### config.mk
export PLATFORM = sky130hd
export DESIGN_NAME = multi_ingredient_mixer
export DESIGN_NICKNAME = d
export VERILOG_FILES = /design/src/rtl/mixer_pkg.sv /design/src/rtl/counter.sv /design/src/rtl/multi_ingredient_mixer.sv
export SDC_FILE = /design/constraint.sdc
export NUM_CORES = 1
export LEC_CHECK = 0
export CAP_MARGIN = 40
export CORE_MARGIN = 2
export CORE_UTILIZATION = 51
export CTS_BUF_LIST = sky130_fd_sc_hd__clkbuf_2 sky130_fd_sc_hd__clkbuf_4 sky130_fd_sc_hd__clkbuf_8
export CTS_CLUSTER_SIZE = 28
export DETAILED_ROUTE_END_ITERATION = 7
export HOLD_SLACK_MARGIN = 0.15
export PLACE_DENSITY = 0.79
export SLEW_MARGIN = 20
export SYNTH_ARGS = -nofsm -noshare
export SYNTH_HDL_FRONTEND = slang
export SYNTH_HIERARCHICAL = 1
export SYNTH_SLANG_ARGS = --single-unit
export TNS_END_PERCENT = 10
### constraint.sdc
create_clock -name clk -period 2.6 [get_ports clk]
set_input_delay 0.52 -clock clk [delete_from_list [all_inputs] [get_ports clk]]
set_output_delay 0.52 -clock clk [all_outputs]
set_load 0.01 [all_outputs]
### src/rtl/mixer_pkg.sv
// Shared definitions for the multi-ingredient mixer.
// Contents:
//   state_t           - controller state encoding
//   FAULT_* constants - values presented on fault_code
package mixer_pkg;

    typedef enum logic [2:0] {
        ST_IDLE,
        ST_FILL,
        ST_MIX,
        ST_DRAIN,
        ST_DONE,
        ST_FAULT,
        ST_ESTOP
    } state_t;

    localparam logic [1:0] FAULT_NONE         = 2'b00;
    localparam logic [1:0] FAULT_FILL_TIMEOUT = 2'b01;
    localparam logic [1:0] FAULT_ESTOP        = 2'b10;

endpackage

### src/rtl/counter.sv
// Generic loadable up/down counter that saturates at either end.
// Ports:
//   clk, rst      - clock, asynchronous active-low reset
//   load          - load load_value (takes priority over enable)
//   enable        - count one step in the selected direction
//   direction     - 1 counts up, 0 counts down
//   load_value    - value loaded when load is high
//   counter_done  - high when the count sits at its saturation limit
module counter #(
    parameter int WIDTH = 8
) (
    input  logic             clk,
    input  logic             rst,
    input  logic             load,
    input  logic             enable,
    input  logic             direction,
    input  logic [WIDTH-1:0] load_value,
    output logic             counter_done
);

    logic [WIDTH-1:0] count;

    always_ff @(posedge clk or negedge rst) begin
        if (!rst) begin
            count <= '0;
        end else if (load) begin
            count <= load_value;
        end else if (enable) begin
            if (direction) begin
                if (count != '1) count <= count + WIDTH'(1);
            end else begin
                if (count != '0) count <= count - WIDTH'(1);
            end
        end
    end

    assign counter_done = direction ? (count == '1) : (count == '0);

endmodule

### src/rtl/multi_ingredient_mixer.sv
// Batch mixer controller: fills each selected ingredient in ascending order,
// mixes, drains, then pulses done. Fill timeout and emergency stop lead to
// FAULT/ESTOP, both cleared by ack.
// Ports:
//   clk, rst                  - clock, asynchronous active-low reset
//   start                     - batch request (only honoured in IDLE)
//   recipe_mask               - ingredients used by the batch
//   level                     - per-ingredient level-reached sensors
//   empty                     - tank empty sensor
//   estop, ack                - emergency stop, operator clear
//   mix_time, drain_time,
//   fill_timeout              - durations in cycles, latched on start
//   valve, drain, mixer       - actuators
//   busy, done, fault_code    - status
//   step                      - index of the ingredient being filled
module multi_ingredient_mixer
    import mixer_pkg::*;
#(
    parameter int WIDTH = 8,
    parameter int N_ING = 4,
    localparam int STEP_W = (N_ING > 1) ? $clog2(N_ING) : 1
) (
    input  logic              clk,
    input  logic              rst,
    input  logic              start,
    input  logic [N_ING-1:0]  recipe_mask,
    input  logic [N_ING-1:0]  level,
    input  logic              empty,
    input  logic              estop,
    input  logic              ack,
    input  logic [WIDTH-1:0]  mix_time,
    input  logic [WIDTH-1:0]  drain_time,
    input  logic [WIDTH-1:0]  fill_timeout,
    output logic [N_ING-1:0]  valve,
    output logic              drain,
    output logic              mixer,
    output logic              busy,
    output logic              done,
    output logic [1:0]        fault_code,
    output logic [STEP_W-1:0] step
);

    state_t              state, state_n;
    logic [STEP_W-1:0]   step_n;
    logic [N_ING-1:0]    mask_q;
    logic [WIDTH-1:0]    mix_q, drain_q, fill_q;
    logic                latch_cfg;

    logic                tmr_load, tmr_en, tmr_done;
    logic [WIDTH-1:0]    tmr_val;

    logic                first_found, next_found;
    logic [STEP_W-1:0]   first_idx, next_idx;

    // The timer is loaded with duration-1 and the state exits when it reads
    // zero, so a state lasts max(duration,1) cycles.
    function automatic logic [WIDTH-1:0] dur_to_load(input logic [WIDTH-1:0] d);
        return (d == '0) ? '0 : d - WIDTH'(1);
    endfunction

    counter #(.WIDTH(WIDTH)) u_timer (
        .clk          (clk),
        .rst          (rst),
        .load         (tmr_load),
        .enable       (tmr_en),
        .direction    (1'b0),
        .load_value   (tmr_val),
        .counter_done (tmr_done)
    );

    always_ff @(posedge clk or negedge rst) begin
        if (!rst) begin
            state   <= ST_IDLE;
            step    <= '0;
            mask_q  <= '0;
            mix_q   <= '0;
            drain_q <= '0;
            fill_q  <= '0;
        end else begin
            state <= state_n;
            step  <= step_n;
            if (latch_cfg) begin
                mask_q  <= recipe_mask;
                mix_q   <= mix_time;
                drain_q <= drain_time;
                fill_q  <= fill_timeout;
            end
        end
    end

    // Priority searches: the lowest set bit of the incoming mask selects the
    // first ingredient; the lowest latched bit above step selects the next.
    always_comb begin
        first_found = 1'b0;
        first_idx   = '0;
        next_found  = 1'b0;
        next_idx    = '0;
        for (int i = N_ING - 1; i >= 0; i--) begin
            if (recipe_mask[i]) begin
                first_found = 1'b1;
                first_idx   = STEP_W'(i);
            end
            if (mask_q[i] && (i > int'(step))) begin
                next_found = 1'b1;
                next_idx   = STEP_W'(i);
            end
        end
    end

    // Next-state logic. The timer is loaded on the transition edge so it
    // already holds the new duration in the first cycle of a state or step.
    // In IDLE the durations come straight from the ports because the latch
    // happens on the same edge.
    always_comb begin
        state_n   = state;
        step_n    = step;
        latch_cfg = 1'b0;
        tmr_load  = 1'b0;
        tmr_en    = 1'b0;
        tmr_val   = '0;
        if (estop) begin
            state_n = ST_ESTOP;
        end else begin
            case (state)
                ST_IDLE: begin
                    if (start) begin
                        latch_cfg = 1'b1;
                        tmr_load  = 1'b1;
                        if (first_found) begin
                            state_n = ST_FILL;
                            step_n  = first_idx;
                            tmr_val = dur_to_load(fill_timeout);
                        end else begin
                            state_n = ST_MIX;
                            tmr_val = dur_to_load(mix_time);
                        end
                    end
                end
                ST_FILL: begin
                    // A level hit wins over a simultaneous timeout.
                    if (level[step]) begin
                        tmr_load = 1'b1;
                        if (next_found) begin
                            step_n  = next_idx;
                            tmr_val = dur_to_load(fill_q);
                        end else begin
                            state_n = ST_MIX;
                            tmr_val = dur_to_load(mix_q);
                        end
                    end else if (tmr_done) begin
                        state_n = ST_FAULT;
                    end else begin
                        tmr_en = 1'b1;
                    end
                end
                ST_MIX: begin
                    if (tmr_done) begin
                        state_n  = ST_DRAIN;
                        tmr_load = 1'b1;
                        tmr_val  = dur_to_load(drain_q);
                    end else begin
                        tmr_en = 1'b1;
                    end
                end
                ST_DRAIN: begin
                    if (tmr_done && empty) state_n = ST_DONE;
                    else                   tmr_en  = 1'b1;
                end
                ST_DONE:  state_n = ST_IDLE;
                ST_FAULT: if (ack) state_n = ST_IDLE;
                ST_ESTOP: if (ack) state_n = ST_IDLE;
                default:  state_n = ST_IDLE;
            endcase
        end
    end

    // Moore output decode from the state and step registers.
    always_comb begin
        valve = '0;
        for (int i = 0; i < N_ING; i++) begin
            valve[i] = (state == ST_FILL) && (step == STEP_W'(i));
        end
        mixer = (state == ST_MIX);
        drain = (state == ST_DRAIN);
        busy  = (state == ST_FILL) || (state == ST_MIX) || (state == ST_DRAIN);
        done  = (state == ST_DONE);
        case (state)
            ST_FAULT: fault_code = FAULT_FILL_TIMEOUT;
            ST_ESTOP: fault_code = FAULT_ESTOP;
            default:  fault_code = FAULT_NONE;
        endcase
    end

endmodule
==> flow_metrics.env, run 1 <==
export IMPL_min_from="mask_q[2]"
export IMPL_ys_ff_latch=40
export IMPL_root_buffer="clkbuf_8"
export IMPL_p_per_area_mw_per_mm2=800
export IMPL_timing_fmax_mhz=394
export IMPL_r2r_slack_ps=100
export IMPL_viasPerCell=5.92
export IMPL_rsz0062_at_grt="yes"
export IMPL_synth_avg_cell_area_um2=8.89
export IMPL_clockPowerShare_pct=15.2
export IMPL_r2r_end="u_timer/count[6]"
export IMPL_die_area_mm2=0.00740
export IMPL_die_x_um=86.0
export IMPL_die_height_um=86.0
export IMPL_fin_nets=546
export IMPL_power_switching_mw=1.53
export IMPL_dp_hpwl_um=7200
export IMPL_wl_per_cell_um=16.2
export IMPL_grt_ovfl_total=0
export IMPL_ir_drop_uv=464
export IMPL_syn_area_mm2=0.00343
export IMPL_ctsLongestPathBuffers=2
export IMPL_maxCapViolations=0
export IMPL_rows=29
export IMPL_slew_headroom_pct=47.7
export IMPL_synth_enable_flop_cells=0
export IMPL_reg2reg_from="mix_q[5]"
export IMPL_hp_class="flop to flop"
export IMPL_rr_worst_depth=8
export IMPL_ys_flop_type="dfrtp_1"
export IMPL_synth_cells=386
export IMPL_coreArea_mm2=0.00642
export IMPL_clock_sinks=40
export IMPL_path_max_fanout=2
export IMPL_cts_tree="yes"
export IMPL_finalSetupTns_ps=0
export IMPL_fin_crit_ps=2540
export IMPL_grt_pass1_vias=3365
export IMPL_final_common_cell="buf_4"
export IMPL_drive_gt1_share_pct=22.6
export IMPL_grt_first_pass_wirelength_um=15200
export IMPL_wl_um=9240
export IMPL_grt_max_degree=30
export IMPL_routabilityCongestion=0.940
export IMPL_cts_clk_slew_worst_paths_ps=80
export IMPL_internal_power_mw=2.14
export IMPL_hold_violations=0
export IMPL_post_synth_num_cell_types=66
export IMPL_ys_warn_count=6
export IMPL_hold_slack_ps=547
export IMPL_num_vias=3366
export IMPL_pwr_share_comb_pct=52.8
export IMPL_skew_ps=10.4
export IMPL_outcome="complete, no violations"
export IMPL_critPathKind="input pin to flop"
export IMPL_drc_errors=0
export IMPL_endpoint_kind="flop"
export IMPL_htreeDepth=2
export IMPL_min_delay_worst_endpoint="mask_q[2]"
export IMPL_insertedDiodeCount=0
export IMPL_p_leak_nw=2.04
export IMPL_grtUsageTotal_pct=25.5
export IMPL_final_antenna_net_count=0
export IMPL_drt_pass1_iter_count=4
export IMPL_crit_required_ps=2780
export IMPL_port_buffer_count=49
export IMPL_worst_slew_pin_slew_ps=781
export IMPL_start_util_pct=53.4
export IMPL_hold_depth=2
export IMPL_fillCellCount=499
export IMPL_final_cell_mix="54 x buf_4, 44 x clkdlybuf4s50_1, 39 x dfrtp_1"
export IMPL_postCtsSetupBuffers=0
export IMPL_cts_inserted_buffers=5
export IMPL_p_seq_share_pct=32.0
export IMPL_antenna_found_initial=0
export IMPL_clock_latency_ps=300
export IMPL_cp_arrival_ps=2710
export IMPL_crit_path_start_kind="input pin"
export IMPL_drtIter0Drc=189
export IMPL_area_growth_pct=33.7
export IMPL_ys_async_sr_fraction_pct=100
export IMPL_boundaryPins=50
export IMPL_switching_share_pct=41.6
export IMPL_timing_final_max_slew_violations=0
export IMPL_ys_seq_area_share_pct=29.2
export IMPL_finalSetupViolCount=0
export IMPL_period_share_pct=97.5
==> metrics by stage <==
step           util (%)  worst slack (ps)  power (mW)  cells  instance area [um^2]
2_1_floorplan         -               148        2.40    389                  3440
3_3_place_gp       68.1              -219        2.94    559                  4370
3_5_place_dp       68.4              -301        3.05    560                  4390
4_1_cts            70.5              2.51        3.63    569                  4530
5_1_grt            71.4             -36.2        3.92    569                  4590
6_report           71.4              64.6        3.67    569                  4590
==> power by group through the flow <==
stage	combinational, mW	sequential, mW	clock (mW)
3_3_place_gp	1.80	1.15	0
3_5_place_dp	1.88	1.17	0
2_1_floorplan	1.31	1.09	0
5_1_grt	2.12	1.21	0.591
6_report	1.94	1.18	0.559
4_1_cts	1.90	1.16	0.571
==> synthesized netlist by cell type, drive strengths merged, types with 9 or more instances <==
cell   number  share of area (%)
nand3      15                2.2
a21oi      13                1.9
o21ai      19                3.1
dfrtp      40                 29
nor2       26                2.8
nor3b       9                2.3
a31oi      11                2.0
xnor2      13                3.3
mux2       26                8.5
inv        27                3.0
xor2       12                3.1
nand2      37                4.0
nor4       11                2.2
ha         16                5.8
==> logic make-up after synthesis <==
logic type / count (synthesis) / share of synthesized area [%]
buffers and inverters: 37 / 4.63
other: 1 / 0.109
multiplexers: 35 / 11.5
AND/OR/NAND/NOR: 146 / 24.1
AO/OA/AOI/OAI: 85 / 17.7
XOR/XNOR: 25 / 6.38
flip-flops: 40 / 29.2
adder cells (fa/ha/maj): 17 / 6.42
==> per-layer routing <==
| metal | wire length, um | up-vias | GRT usage (%) |
|---|---|---|---|
| li1 | - | 1636 | - |
| met5 | 0 | - | 0 |
| met3 | 399 | 22 | 3.46 |
| met2 | 4660 | 94 | 44.2 |
| met4 | 210 | 0 | 8.08 |
| met1 | 3970 | 1614 | 32.7 |
==> flip-flops by register name, summed over array words and instances (netlist names) <==
register	cells
state	3
drain_q	8
fill_q	8
u_timer/count	8
mask_q	3
step	2
mix_q	8
==> critical path, cell delays in order <==
cell	delay (ps)
clkdlybuf4s50_1	500
inv_1	70
ha_1	210
nand2_1	90
mux2_2	340
o211ai_1	220
a31oi_1	110
and2_1	150
a31o_2	200
or3_1	310
==> timing repair <==
action | in CTS | in global routing
endpoints found under the setup margin | 0 | 9
endpoints found under the hold margin | 12 | 0
hold buffers | 1 | 0
resized for setup | 0 | 16
==> layout make-up <==
class | instances | area (um^2) | area share (%)
clock buffers | 7 | 96.3 | 2.10
clock inverters | 1 | 30.0 | 0.654
inverters | 27 | 101 | 2.21
multi-input cells | 312 | 2330 | 50.8
flip-flops and latches | 40 | 1000 | 21.8
well taps | 77 | 96.3 | 2.10
repair buffers | 105 | 931 | 20.3
==> worst max path at each step <==
stage,start,end,slack (ps)
final,fill_timeout[0],u_timer/count[6],60
after global routing,mix_time[0],u_timer/count[5],-40
after detailed placement,fill_timeout[4],u_timer/count[6],-300
after global placement,fill_timeout[4],u_timer/count[6],-220
after floorplan,step[0],u_timer/count[6],150
after CTS,fill_timeout[4],u_timer/count[6],3
Power figures use the tool's default switching activity.
==> run 2: changes to the inputs <==
--- a/config.mk
+++ b/config.mk
@@ -6,6 +6,7 @@
 export NUM_CORES = 1
 export LEC_CHECK = 0
 export CAP_MARGIN = 40
+export CORE_ASPECT_RATIO = 0.5
 export CORE_MARGIN = 2
 export CORE_UTILIZATION = 51
 export CTS_BUF_LIST = sky130_fd_sc_hd__clkbuf_2 sky130_fd_sc_hd__clkbuf_4 sky130_fd_sc_hd__clkbuf_8
==> constraint.sdc (replaced) <==
create_clock -name clk -period 2.6 [get_ports clk]
set_input_delay 0.52 -clock clk [delete_from_list [all_inputs] [get_ports clk]]
set_output_delay 0.52 -clock clk [all_outputs]
set_load 0.005 [all_outputs]
==> run 2 against run 1 <==
Effect of this change: via count down 0.39%; worst hold slack worse by 360 ps; clock power down 6.8%; register-to-register slack worse by 40 ps; routed wire length down 5.2%; non-clock buffer count unchanged; first-iteration DRC count up 51%; sequential cell count unchanged; global-route usage down 1.5 points; cell count up 2.6%; combinational power about the same.
==> flow_metrics.env, run 2 (same netlist as run 1, synthesis figures left out) <==
export IMPL_p_per_area_mw_per_mm2=786
export IMPL_hp_class="input pin to async pin"
export IMPL_cts_tree="yes"
export IMPL_fin_crit_ps=2550
export IMPL_port_buffer_count=49
export IMPL_endpoint_kind="flop"
export IMPL_critPathKind="input pin to flop"
export IMPL_grt_max_degree=22
export IMPL_hold_violations=0
export IMPL_drt_pass1_iter_count=5
export IMPL_area_growth_pct=33.3
export IMPL_grt_first_pass_wirelength_um=13900
export IMPL_cts_inserted_buffers=5
export IMPL_crit_path_start_kind="input pin"
export IMPL_die_height_um=62.0
export IMPL_r2r_slack_ps=60
export IMPL_ir_drop_uv=312
export IMPL_final_common_cell="buf_4"
export IMPL_skew_ps=4.61
export IMPL_grt_pass1_vias=2923
export IMPL_maxCapViolations=0
export IMPL_fin_nets=546
export IMPL_worst_slew_pin_slew_ps=608
export IMPL_final_cell_mix="55 x buf_4, 48 x clkdlybuf4s50_1, 40 x dfrtp_1"
export IMPL_root_buffer="clkbuf_8"
export IMPL_drive_gt1_share_pct=22.8
export IMPL_slew_headroom_pct=59.3
export IMPL_grtUsageTotal_pct=24.0
export IMPL_dpl_cell_area_mm2=0.00443
export IMPL_drc_errors=0
export IMPL_start_util_pct=52.0
export IMPL_reg2reg_from="mix_q[4]"
export IMPL_wl_um=8760
export IMPL_p_leak_nw=2.00
export IMPL_clock_latency_ps=290
export IMPL_internal_power_mw=2.11
export IMPL_rsz0062_at_grt="yes"
export IMPL_clockPowerShare_pct=14.5
export IMPL_outcome="complete, no violations"
export IMPL_rows=21
export IMPL_num_vias=3353
export IMPL_htreeDepth=2
export IMPL_timing_fmax_mhz=392
export IMPL_cts_clk_slew_worst_paths_ps=80
export IMPL_boundaryPins=50
export IMPL_drtIter0Drc=285
export IMPL_ctsLongestPathBuffers=2
export IMPL_grt_ovfl_total=0
export IMPL_die_area_mm2=0.00744
export IMPL_stdcell_area_mm2=0.00457
export IMPL_coreArea_mm2=0.00660
export IMPL_rr_worst_depth=8
export IMPL_instances_no_fill=584
export IMPL_switching_share_pct=41.4
export IMPL_dp_cells=576
export IMPL_viasPerCell=5.74
export IMPL_period_share_pct=98.1
export IMPL_power_switching_mw=1.49
export IMPL_cp_arrival_ps=2720
export IMPL_die_x_um=120
export IMPL_crit_required_ps=2770
export IMPL_pwr_share_comb_pct=53.4
export IMPL_routabilityCongestion=0.936
export IMPL_hold_slack_ps=182
export IMPL_r2r_end="u_timer/count[6]"
export IMPL_path_max_fanout=3
export IMPL_insertedDiodeCount=0
export IMPL_dp_worst_setup_slack_ps=-277
export IMPL_antenna_found_initial=0
export IMPL_finalSetupViolCount=0
export IMPL_clock_sinks=40
export IMPL_timing_final_max_slew_violations=0
export IMPL_dp_hpwl_um=6980
export IMPL_p_seq_share_pct=32.1
export IMPL_fin_total_pwr_mw=3.59
export IMPL_setup_slack_ps=48.8
export IMPL_final_antenna_net_count=0
export IMPL_wl_per_cell_um=15.0
[run 2: cell type report]
type | count | area, um^2
multi-input combinational | 312 | 2320
fill | 523 | 2020
sequential | 40 | 1000
timing repair buffer | 105 | 926
tap | 92 | 115
inverter | 27 | 101
clock buffer | 6 | 76.3
clock inverter | 2 | 35.0
[run 2: what timing repair did]
item / in CTS / in global routing
setup endpoints to repair: 0 / 9
setup buffers: 0 / 0
gates resized for setup: 0 / 9
hold buffers: 0 / 0
[run 2: worst max path at each step]
stage | startpoint | end | slack [ps] | cells after the start
final | fill_timeout[4] | u_timer/count[6] | 50 | 10
after global routing | fill_timeout[4] | u_timer/count[6] | -40 | 10
after CTS | mix_time[4] | u_timer/count[6] | 30 | 9
after detailed placement | mix_time[4] | u_timer/count[6] | -280 | 9
after global placement | mix_time[4] | u_timer/count[6] | -250 | 9
after floorplan | mix_q[4] | u_timer/count[6] | 180 | 8
[run 2: routing by layer]
metal / track usage (%) / vias up / part of all wire (%) / wire length [um]
li1: - / 1642 / - / -
met1: 33.5 / 1583 / 48 / 4170
met2: 39.2 / 114 / 45 / 3900
met3: 5.11 / 14 / 6.8 / 593
met4: 5.38 / 0 / 1.1 / 92
met5: 0 / - / 0 / 0
[run 2: through the flow]
stage                     utilization, %  setup TNS (ps)
final                               69.3               0
after global routing                69.3           -48.5
after CTS                           68.8               0
after detailed placement            67.1           -1030
after global placement              66.7            -952
after floorplan                        -               0
[run 2: worst max-delay path, cell delays in order]
cell             delay (ps)
clkdlybuf4s50_1         430
nor4_2                  270
buf_4                   160
nand2_1                  50
mux2_2                  290
o211ai_1                220
a31oi_1                 130
and2_1                  160
a31o_2                  200
or3_1                   290
[run 2: power by group through the flow]
stage,clock [mW],sequential (mW),combinational [mW]
finish,0.521,1.15,1.92
global route,0.558,1.19,2.12
CTS,0.533,1.15,1.88
detailed placement,0,1.16,1.87
global placement,0,1.14,1.81
floorplan,0,1.09,1.30
==> run 3: changes to the inputs <==
--- a/config.mk
+++ b/config.mk
@@ -10,6 +10,7 @@
 export CORE_MARGIN = 2
 export CORE_UTILIZATION = 51
 export CTS_BUF_LIST = sky130_fd_sc_hd__clkbuf_2 sky130_fd_sc_hd__clkbuf_4 sky130_fd_sc_hd__clkbuf_8
+export CTS_CLUSTER_DIAMETER = 40
 export CTS_CLUSTER_SIZE = 28
 export DETAILED_ROUTE_END_ITERATION = 7
 export HOLD_SLACK_MARGIN = 0.15
==> results of run 3 <==
Final layout, timing and power as in run 2 (identical DEF).
